$ cat src/rtl/note_event_master.sv
// Note-event to synth-voice bus master: allocates one of eight voices per MIDI event
// and issues the KEY/FREQ register writes for that voice over Avalon-MM.
module note_event_voice (
    input  logic       active,
    input  logic [6:0] note,
    input  logic [6:0] evt_note,
    output logic       hit,
    output logic       free
);
    assign hit  = active && (note == evt_note);
    assign free = !active;
endmodule

module note_event_master #(
    parameter logic [5:0] BASE_KEY  = 6'd32,
    parameter logic [5:0] BASE_FREQ = 6'd40
) (
    input  logic        CLK,
    input  logic        RESET,
    input  logic        EVT_VALID,
    output logic        EVT_READY,
    input  logic        EVT_ON,
    input  logic [6:0]  EVT_NOTE,
    output logic [5:0]  AVM_ADDR,
    output logic [3:0]  AVM_BYTE_EN,
    output logic        AVM_WRITE,
    output logic        AVM_CS,
    output logic [31:0] AVM_WRITEDATA,
    input  logic        AVM_WAITREQUEST,
    output logic [7:0]  VOICE_ACTIVE,
    output logic        DROPPED
);
    typedef enum logic [1:0] {IDLE, WR_KEYOFF, WR_FREQ, WR_KEYON} state_t;

    state_t          state, go, dec_state, seq_next;
    logic [7:0]      act, hit, free;
    logic [7:0][6:0] notes;
    logic [2:0]      steal_ptr, hit_idx, free_idx, dec_v, cur_v, op_v;
    logic [6:0]      cur_note, op_note;
    logic            any_hit, any_free, off_only, accept, adv;

    function automatic logic [5:0] addr_of(input state_t s, input logic [2:0] v);
        case (s)
            WR_FREQ:            addr_of = BASE_FREQ + {3'b0, v};
            WR_KEYOFF, WR_KEYON: addr_of = BASE_KEY + {3'b0, v};
            default:            addr_of = 6'd0;
        endcase
    endfunction

    function automatic logic [31:0] data_of(input state_t s, input logic [6:0] n);
        case (s)
            WR_FREQ:  data_of = {25'b0, n};
            WR_KEYON: data_of = 32'd1;
            default:  data_of = 32'd0;
        endcase
    endfunction

    for (genvar g = 0; g < 8; g++) begin : g_voice
        note_event_voice u_voice (
            .active  (act[g]),
            .note    (notes[g]),
            .evt_note(EVT_NOTE),
            .hit     (hit[g]),
            .free    (free[g])
        );
    end

    // Descending scan so the lowest matching / free index wins.
    always_comb begin
        hit_idx  = '0;
        free_idx = '0;
        any_hit  = 1'b0;
        any_free = 1'b0;
        for (int i = 7; i >= 0; i--) begin
            if (hit[i]) begin
                hit_idx = 3'(i);
                any_hit = 1'b1;
            end
            if (free[i]) begin
                free_idx = 3'(i);
                any_free = 1'b1;
            end
        end
    end

    always_comb begin
        dec_v     = steal_ptr;
        dec_state = IDLE;
        if (EVT_ON) begin
            if (any_hit) begin
                dec_v     = hit_idx;
                dec_state = WR_KEYOFF;
            end else if (any_free) begin
                dec_v     = free_idx;
                dec_state = WR_FREQ;
            end else begin
                dec_state = WR_KEYOFF;
            end
        end else if (any_hit) begin
            dec_v     = hit_idx;
            dec_state = WR_KEYOFF;
        end

        case (state)
            WR_KEYOFF: seq_next = off_only ? IDLE : WR_FREQ;
            WR_FREQ:   seq_next = WR_KEYON;
            default:   seq_next = IDLE;
        endcase

        accept  = EVT_VALID && (state == IDLE);
        adv     = accept || ((state != IDLE) && !AVM_WAITREQUEST);
        go      = (state == IDLE) ? dec_state : seq_next;
        op_v    = (state == IDLE) ? dec_v : cur_v;
        op_note = (state == IDLE) ? EVT_NOTE : cur_note;
    end

    assign EVT_READY    = (state == IDLE);
    assign VOICE_ACTIVE = act;

    // Bus outputs are loaded on the same edge the state moves, so they hold during stalls.
    always_ff @(posedge CLK) begin
        if (RESET) begin
            state         <= IDLE;
            act           <= '0;
            notes         <= '0;
            steal_ptr     <= '0;
            cur_v         <= '0;
            cur_note      <= '0;
            off_only      <= 1'b0;
            DROPPED       <= 1'b0;
            AVM_ADDR      <= '0;
            AVM_WRITEDATA <= '0;
            AVM_WRITE     <= 1'b0;
            AVM_CS        <= 1'b0;
            AVM_BYTE_EN   <= '0;
        end else begin
            DROPPED <= accept && !EVT_ON && !any_hit;
            if (adv) begin
                state         <= go;
                AVM_ADDR      <= addr_of(go, op_v);
                AVM_WRITEDATA <= data_of(go, op_note);
                AVM_WRITE     <= (go != IDLE);
                AVM_CS        <= (go != IDLE);
                AVM_BYTE_EN   <= (go != IDLE) ? 4'hF : 4'h0;
            end
            if (accept) begin
                cur_v    <= dec_v;
                cur_note <= EVT_NOTE;
                off_only <= !EVT_ON;
                if (EVT_ON) begin
                    act[dec_v]   <= 1'b1;
                    notes[dec_v] <= EVT_NOTE;
                    if (!any_hit && !any_free)
                        steal_ptr <= steal_ptr + 3'd1;
                end else if (any_hit) begin
                    act[hit_idx] <= 1'b0;
                end
            end
        end
    end
endmodule

$ cat config.mk
export PLATFORM = sky130hd
export DESIGN_NAME = note_event_master
export DESIGN_NICKNAME = d
export VERILOG_FILES = /design/src/rtl/note_event_master.sv
export SDC_FILE = /design/constraint.sdc
export NUM_CORES = 1
export LEC_CHECK = 0
export BUFFER_PORTS_ARGS = -buffer_cell sky130_fd_sc_hd__buf_2
export CAP_MARGIN = 20
export CORE_MARGIN = 2
export CORE_UTILIZATION = 29
export CTS_CLUSTER_SIZE = 8
export DETAILED_ROUTE_END_ITERATION = 7
export PLACE_DENSITY = 0.44
export SETUP_SLACK_MARGIN = 0.2
export SYNTH_ARGS = -nofsm -noshare
export SYNTH_HDL_FRONTEND = slang
export SYNTH_SLANG_ARGS = --single-unit
$ cat constraint.sdc
create_clock -name CLK -period 4.6 [get_ports CLK]
set_clock_uncertainty 0.05 [all_clocks]
set_input_delay 0.46 -clock CLK [delete_from_list [all_inputs] [get_ports CLK]]
set_output_delay 0.46 -clock CLK [all_outputs]
set_load 0.01 [all_outputs]
== Yosys cells after proc, flatten, opt, wreduce, memory -nomap -nowiden ==
Cells that the tools add are included.

* Memory bits (read-only): 0
* Output and inout bits: 54
* Input port bits: 12
* Word-level logic and storage cells: 127
* Bits in latches: 0
* Register bits: 124
* Memories: 0
* RAM bits: 0

* Muxes and demuxes: 57
* $lt $le $gt $ge: 4
* Add/sub/neg operators: 3
* Reduce and logical (&&, ||, !) cells: 28
* Shift operators: 0
* Bitwise gates (word level): 3
* Divide/modulo/power cells: 0
* $mul: 0
* Equal/unequal tests: 13

{| class="wikitable"
|+ Operators with widths
! cell !! count
|-
| $mux 3 || 21
|-
| $bwmux 56 || 1
|-
| $eq 7x7->1 || 8
|-
| $demux 7 s3 || 1
|-
| $mux 1 || 19
|-
| $mux 8 || 2
|-
| $logic_and 1x1->1 || 15
|-
| $mux 7 || 2
|-
| $pmux 7 s2 || 1
|-
| $add 6x3->6 const A || 2
|-
| $pmux 6 s2 || 1
|-
| $mux 2 || 5
|-
| $and 8x8->8 || 1
|-
| $lt 3x4->1 const B || 2
|-
| $not 8->8 || 1
|-
| $or 8x8->8 || 1
|-
| $demux 1 s3 || 2
|-
| $eq 2x2->1 const B || 3
|-
| $ge 3x1->1 const B || 2
|-
| $reduce_bool 2->1 || 3
|-
| $eq 2x1->1 const B || 2
|-
| $logic_not 1->1 || 4
|-
| $mux 4 || 1
|-
| $pmux 2 s2 || 1
|-
| 6 further kinds || 7
|}

== Depth between registers and ports, before layout ==
Gate-level depths: netlist (run 1).

* Depth after elaboration: 18
* Mapped depth: 10
* Depth with buffers taken out: 8

== Hierarchy ==
From an unflattened synthesis (run 1), not the netlist that was laid out.

* Cells, all modules: 561
* Area total of the unflattened synthesis: 4998.5 µm²

{| class="wikitable"
|+ Modules (own cells, without submodules)
! module !! seq. area each (µm²) !! area an instance (µm²) !! instances !! cells each
|-
| note_event_master || 1861.8 || 4347.9 || 1 || 473
|-
| note_event_voice || 0.0 || 81.3 || 8 || 11
|}

== Least setup slack after synthesis (run 1) ==
No wires, ideal clock.

* Path kind: input-to-reg
* Start point: input port EVT_NOTE[2]
* End point: register notes[10] (netlist bit)
* Library setup time: 129 ps
* Data arrival time: 2525 ps
* Path buffers: 3
* Cell stages on the path: 10
* Required time: 4421 ps
* Path slack: 1897 ps
* Path through: buf_6 -> xor2_1 -> nor4_2 -> and4_4 -> nor4_4 -> and4_1 -> buf_4 -> or4_4 -> buf_6 -> mux2i_1

* Cells in the longest elaborated chain, start to end: 17
* Elaborated cells between the ends (all ways): 41
* Classes of those cells: order compare: 2; eq/ne: 8; mux: 22; reduce/logical: 9

{| class="wikitable"
|+ RTL lines
! item !! RTL line !! RTL
|-
| from (decl) || 23 || <nowiki>input logic [6:0] EVT_NOTE,</nowiki>
|-
| $eq 7x7->1 || 10 || <nowiki>assign hit = active && (note == evt_note);</nowiki>
|-
| $logic_and 1x1->1 || 10 ||
|-
| $mux 3 or $mux 1 (tied branches) (8 in series) || 75 || <nowiki>if (hit[i]) begin</nowiki>
|-
| $mux 3, on equally long branches || 99, 90 ||
|-
| $mux 3 (*) || 89 || <nowiki>if (EVT_ON) begin</nowiki>
|-
| $lt 3x4->1 (not written as such) or $ge 3x1->1 (tied branches) || 152 || <nowiki>notes[dec_v] <= EVT_NOTE;</nowiki>
|-
| $logic_and 1x1->1 (not written as such) || 152 ||
|-
| $mux 7 (not written as such) || 152 ||
|-
| $demux 7 s3 (*) || 152 ||
|-
| $bwmux 56 (*) || 152 ||
|-
| to (signal assigned) || 125 || <nowiki>notes <= '0;</nowiki>
|-
| to (signal, indexed assignment) || 152 ||
|-
| to (decl) || 37 || <nowiki>logic [7:0][6:0] notes;</nowiki>
|}

Every way passes the cells marked *; elsewhere a longest branch is shown, timed or not.
A chain may end at the register's enable or synchronous reset.

== Worst setup path in the final report (run 1) ==
* Start point: register state[0]
* End point: register notes[29] (netlist bit)

* Cells in the longest elaborated chain, start to end: 3

{| class="wikitable"
|+ RTL lines
! item !! RTL line !! RTL
|-
| from (decl) || 35 || <nowiki>state_t state, go, dec_state, seq_next;</nowiki>
|-
| from (signal assigned) || 139 || <nowiki>state <= go;</nowiki>
|-
| $logic_not 2->1 || 110 || <nowiki>accept = EVT_VALID && (state == IDLE);</nowiki>
|-
| $logic_and 1x1->1 || 110 ||
|-
| $reduce_and 2->1 (no line) || -- ||
|}

No other way between the ends.

==> results.json, run 1 <==
{
  "status": "completed",
  "path_class": "reg -> reg",
  "ff_latch_area_sq_mm": 0.00186,
  "clock_latency_ps": 350,
  "synthAdderAreaFrac_pct": 0.944,
  "pwr_density_cell_mw_per_mm2": 311,
  "initial_core_util_pct": 29.5,
  "fillers": 1914,
  "dp_hpwl_mm": 10.3,
  "drt_pass1_iterations": 5,
  "drive_above_1_share_pct": 13.4,
  "htreeDepth": 3,
  "cp_cell_sequence": "inv_1 -> ha_1 -> buf_4 -> and2_1 -> nand2_1 -> a211oi_4 -> o211ai_2 -> mux2i_1",
  "num_antenna_cells": 0,
  "grt_max_degree": 62,
  "antenna_found_initial": 0,
  "syn-cell-area_sq_mm": 0.00530,
  "yosysUniqueCellTypes": 57,
  "crit_family": "compound AO/OA/AOI/OAI gates",
  "place.gp.congestion": 0.865,
  "cp_max_fo": 14,
  "finalHoldViolCount": 0,
  "switching_share_pct": 27.0,
  "power.internal_mw": 1.29,
  "path_clk_slew_ps": 70,
  "placed_cells": 793,
  "remaining_drc_errors": 0,
  "coreArea_sq_mm": 0.0180,
  "cp-end-kind": "flip-flop",
  "areaGrowthSynthToFinish_pct": 7.15,
  "power_frac_comb_pct": 11.9,
  "power.switching_mw": 0.478,
  "grt_overflow": 0,
  "routed_wl_mm": 14.5,
  "max_stage_delay_ps": 600,
  "cts_made_buffers": 9,
  "synth_compound_area_share_pct": 9.86,
  "tightest_slew_ps": 684,
  "fin_crit_sh_pct": 70.6,
  "slowest_stage": "and2_1",
  "setup_violations": 0,
  "synth_mux_area_share_pct": 12.3,
  "vias_per_cell": 4.86,
  "rows": 49,
  "multi_input_area_sq_mm": 0.00299,
  "grt_pass1_vias": 3764,
  "synth_edf_count": 0,
  "io-pin-count": 66,
  "io_buffer_count": 39,
  "dieArea_sq_mm": 0.0194,
  "worstPathRequired_ps": 4760,
  "synth_xor_area_share_pct": 9.58,
  "crit_arrival_ps": 3410,
  "clock_sinks": 93,
  "finalSetupTns_ps": 0,
  "max_freq_mhz": 308,
  "vias": 3931,
  "pwr-share-seq_pct": 47.3,
  "fin_cells": 809,
  "max_cap_violations": 0,
  "synth-simple-area-share_pct": 21.9,
  "netlist.area_leader.share_pct": 35.1,
  "drv_slew": 0,
  "die_w_um": 139,
  "rsz0062_at_grt": "false",
  "async_flop_share_pct": 0,
  "syn-instance-count": 575,
  "synth_top_family_by_area": "simple AND/OR/NAND/NOR gates",
  "track_usage_pct": 15.2,
  "synthTopCellsByArea": "dfxtp_1 35%, mux2i_1 12%, nand2b_1 7.7%, buf_4 5.8%, xnor2_1 5.3%",
  "syn_area_per_cell_sq_um": 9.22,
  "cts_tree": "yes",
  "yosysMostFrequentCell": "dfxtp_1",
  "cts_setup_buffers": 0,
  "leakage_nw": 2.41,
  "cp_num_buf_inv": 2,
  "drt-initial-drc-count": 258,
  "start_kind": "flip-flop",
  "min_period_ps": 3250,
  "synth_flop_cell": "dfxtp_1",
  "clk_root_buffer_cell": "clkbuf_16",
  "max-clock-path-buffers": 2,
  "synthTopCellsByCount": "93 x dfxtp_1, 65 x nand2b_1, 64 x mux2i_1, 43 x nand2_1, 41 x buf_4",
  "power_frac_clock_pct": 40.8,
  "maxSlewHeadroom_pct": 53.1,
  "die_y_um": 139,
  "wl_per_cell_um": 18.0,
  "max-vdd-ir-drop_mv": 0.182,
  "ys_seq_elements": 93,
  "nets": 591,
  "yosysTopAreaCell": "dfxtp_1",
  "ys_warn_count": 0,
  "grt_pass1_wl_mm": 22.7,
  "holdBufCountCts": 0,
  "yosysSeqAreaShare_pct": 35.1,
  "post_cts_resized": 0,
  "hp-class": "in -> reg",
  "ant_nets": 0
}
[through the flow]
stage	cell area [sq um]	hold WS (ps)	power (mW)	util, %	setup WS (ps)
finish	5680	399	1.77	31.6	1350
global route	5680	421	1.85	31.6	1140
CTS	5680	387	1.79	31.6	1380
detailed placement	5400	388	1.07	30.0	1200
global placement	5400	380	1.07	30.0	1190
floorplan	5400	386	1.03	-	1900
[layout by cell type (no fill, tap or decap), drive strengths merged, types with 3 or more instances in the layout]
master and n:
or3 3, mux2i 64, xor2 26, buf 41
inv 10, or4 6, nor2b 3, nor4b 3
nand3 4, a211oi 7, nor2 21, and4 5
a21oi 25, xnor2 32, dfxtp 93, clkinv 4
conb 26, nand2b 65, o21ai 24, clkbuf 11
ha 4, a211o 4, nand2 43, nor4 8
nand4 24
[worst paths after layout]
check	from	endpoint	slack [ps]	cells past startpoint
worst max-delay path	state[0]	notes[29]	1350	8
worst min-delay path	EVT_ON	DROPPED	400	2
worst max register to register	state[0]	notes[29]	1350	8
worst min register to register	AVM_WRITEDATA[1]	AVM_WRITEDATA[1]	400	2
[sequential cells by signal, summed over array words and instances, names as in the netlist]
register       cells
cur_v              3
notes             56
off_only           1
AVM_ADDR           4
cur_note           7
AVM_WRITEDATA      7
AVM_BYTE_EN        1
steal_ptr          3
VOICE_ACTIVE       8
DROPPED            1
state              2
[area by class of cell]
cell class	count	share of cell area, %
inverters	9	0.595
repair buffers	41	3.92
clock inverters	5	0.573
multi-input cells	421	52.7
flip-flops and latches	93	32.8
clock buffers	11	4.45
well taps	229	5.04
[power by group through the flow]
stage	Combinational, mW	Clock [mW]	Sequential [mW]
after floorplan	0.174	0	0.854
after global placement	0.212	0	0.854
after detailed placement	0.211	0	0.855
after CTS	0.212	0.747	0.836
after global routing	0.230	0.777	0.838
final	0.210	0.722	0.836
[logic make-up after synthesis]
family,after synthesis
buffers and inverters,86
adder cells (fa/ha/maj),4
AO/OA/AOI/OAI,78
other,1
XOR/XNOR,58
multiplexers,65
AND/OR/NAND/NOR,190
flip-flops,93
[per-layer routing]
metal | GRT usage, % | share of wire, %
met4 | 5.10 | 2.0
met3 | 2.96 | 3.9
met5 | 0 | 0
met2 | 22.5 | 43
met1 | 22.0 | 51
[worst reg2reg max path: cells and delay by family (launching register included)]
family | cells | cell delay [ps]
flops | 1 | 330
simple gates | 2 | 830
mux | 1 | 210
buf+inv | 2 | 400
fa+ha+maj | 1 | 360
compound gates | 2 | 940
Note: power is estimated with default switching activity, not from simulation.
==> run 2, diff against run 1 <==
==> constraint.sdc (replaced) <==
create_clock -name CLK -period 3.1 [get_ports CLK]
set_clock_uncertainty 0.05 [all_clocks]
set_input_delay 0.31 -clock CLK [delete_from_list [all_inputs] [get_ports CLK]]
set_output_delay 0.31 -clock CLK [all_outputs]
set_load 0.01 [all_outputs]
==> results.json, run 2 (synthesized netlist as in run 1, its figures left out) <==
{
  "dieArea_sq_mm": 0.0194,
  "max_cap_violations": 0,
  "vias": 3945,
  "routed_wl_mm": 14.2,
  "final_common_cell": "dfxtp_1",
  "rsz0062_at_grt": "false",
  "maxSlewHeadroom_pct": 59.9,
  "cp_max_fo": 8,
  "antenna_found_initial": 0,
  "drt-initial-drc-count": 223,
  "grt_overflow": 0,
  "post-route-util_pct": 32.9,
  "fin_crit_sh_pct": 89.5,
  "regMostFlops": "notes",
  "drive_above_1_share_pct": 17.4,
  "clock_sinks": 93,
  "pwr_density_cell_mw_per_mm2": 454,
  "remaining_drc_errors": 0,
  "max_freq_mhz": 360,
  "track_usage_pct": 15.0,
  "tightest_slew_ps": 584,
  "drt_pass1_iterations": 4,
  "largest_reg_flops": 56,
  "grt_max_degree": 38,
  "vias_per_cell": 4.73,
  "max-vdd-ir-drop_mv": 0.263,
  "rows": 49,
  "r2r-start": "VOICE_ACTIVE[7]",
  "io_buffer_count": 39,
  "r2r_slack_ps": 320,
  "place.gp.congestion": 0.812,
  "hold-path-endpoint": "cur_note[1]",
  "drv_slew": 0,
  "clock_latency_ps": 360,
  "status": "completed",
  "setup_violations": 0,
  "finalSetupTns_ps": 0,
  "fin_cells": 834,
  "htreeDepth": 3,
  "nets": 616,
  "holdPathStages": 3,
  "coreArea_sq_mm": 0.0180,
  "min_period_ps": 2780,
  "initial_core_util_pct": 29.5,
  "power_mw": 2.68,
  "fillers": 1884,
  "cp-end-kind": "flip-flop",
  "layout_common_cells": "93 x dfxtp_1, 65 x nand2b_1, 64 x mux2i_1, 43 x nand2_1, 39 x buf_2",
  "cts_tree": "yes",
  "holdBufCountCts": 0,
  "crit_arrival_ps": 2930,
  "cts_made_buffers": 9,
  "die_w_um": 139,
  "ant_nets": 0,
  "grt_pass1_vias": 3835,
  "areaGrowthSynthToFinish_pct": 11.6,
  "io-pin-count": 66,
  "max-clock-path-buffers": 2,
  "start_kind": "flip-flop",
  "dp_hpwl_mm": 10.5,
  "placed_cells": 817,
  "leakage_nw": 2.55,
  "die_y_um": 139,
  "num_antenna_cells": 0,
  "reg2reg_depth": 7,
  "path_clk_slew_ps": 70,
  "hp-class": "in -> reg",
  "path_class": "reg -> reg",
  "grt_pass1_wl_mm": 22.6,
  "clk_root_buffer_cell": "clkbuf_16",
  "worstPathRequired_ps": 3260,
  "finalHoldViolCount": 0,
  "worstHoldStart": "EVT_NOTE[1]",
  "wl_per_cell_um": 17.0,
  "r2r_end": "notes[7]"
}
==> run 2: metal layers <==
metal  track usage, %  part of all wire [%]  vias up
met5                0                     0        -
met4             4.47                   1.7        0
met3             3.58                   3.7       11
met2             23.2                    45       86
met1             20.9                    50     1888
li1                 -                     -     1960
==> run 2: metrics by stage <==
stage / worst slack (ps) / area, sq um / hold slack (ps)
5_1_grt: 179 / 5920 / 275
6_report: 325 / 5920 / 270
2_1_floorplan: 547 / 5400 / 386
3_5_place_dp: 57.7 / 5600 / 394
3_3_place_gp: 129 / 5600 / 381
4_1_cts: 269 / 5900 / 246
==> run 2: what timing repair did <==
item                                    CTS  global route
endpoints found under the setup margin    0            30
buffers inserted                          0             1
resized for setup                         0             3
==> run 2: worst max-delay path by stage <==
stage                         start           to  slack, ps  depth (start not counted)
floorplan               EVT_NOTE[2]    notes[10]        550                         10
global placement        EVT_NOTE[6]  AVM_ADDR[0]        130                          8
detailed placement      EVT_NOTE[2]    notes[25]         60                          8
CTS                 VOICE_ACTIVE[4]     notes[7]        270                          7
global route        VOICE_ACTIVE[4]     notes[7]        180                          7
finish              VOICE_ACTIVE[7]     notes[7]        320                          7
==> run 2: worst max-delay path: stages (launching register included) <==
cell	delay, ps
dfxtp_1	440
nand4_1	240
o21ai_2	280
a311oi_1	110
or4_1	460
a21o_1	310
or4_4	570
mux2i_1	160
==> run 2: power breakdown <==
part / switching, mW / internal [mW] / total [mW]
clock: 0.485 / 0.634 / 1.12
combinational: 0.207 / 0.121 / 0.328
sequential: 0.0159 / 1.22 / 1.24
==> run 2: layout make-up <==
class / instances / area, sq um / share of cell area [%]
Multi-Input combinational cell: 421 / 3000 / 50.7
Sequential cell: 93 / 1860 / 31.5
Timing Repair Buffer: 66 / 435 / 7.36
Tap cell: 229 / 287 / 4.84
Clock buffer: 14 / 284 / 4.80
Inverter: 9 / 33.8 / 0.571
Clock inverter: 2 / 13.8 / 0.233
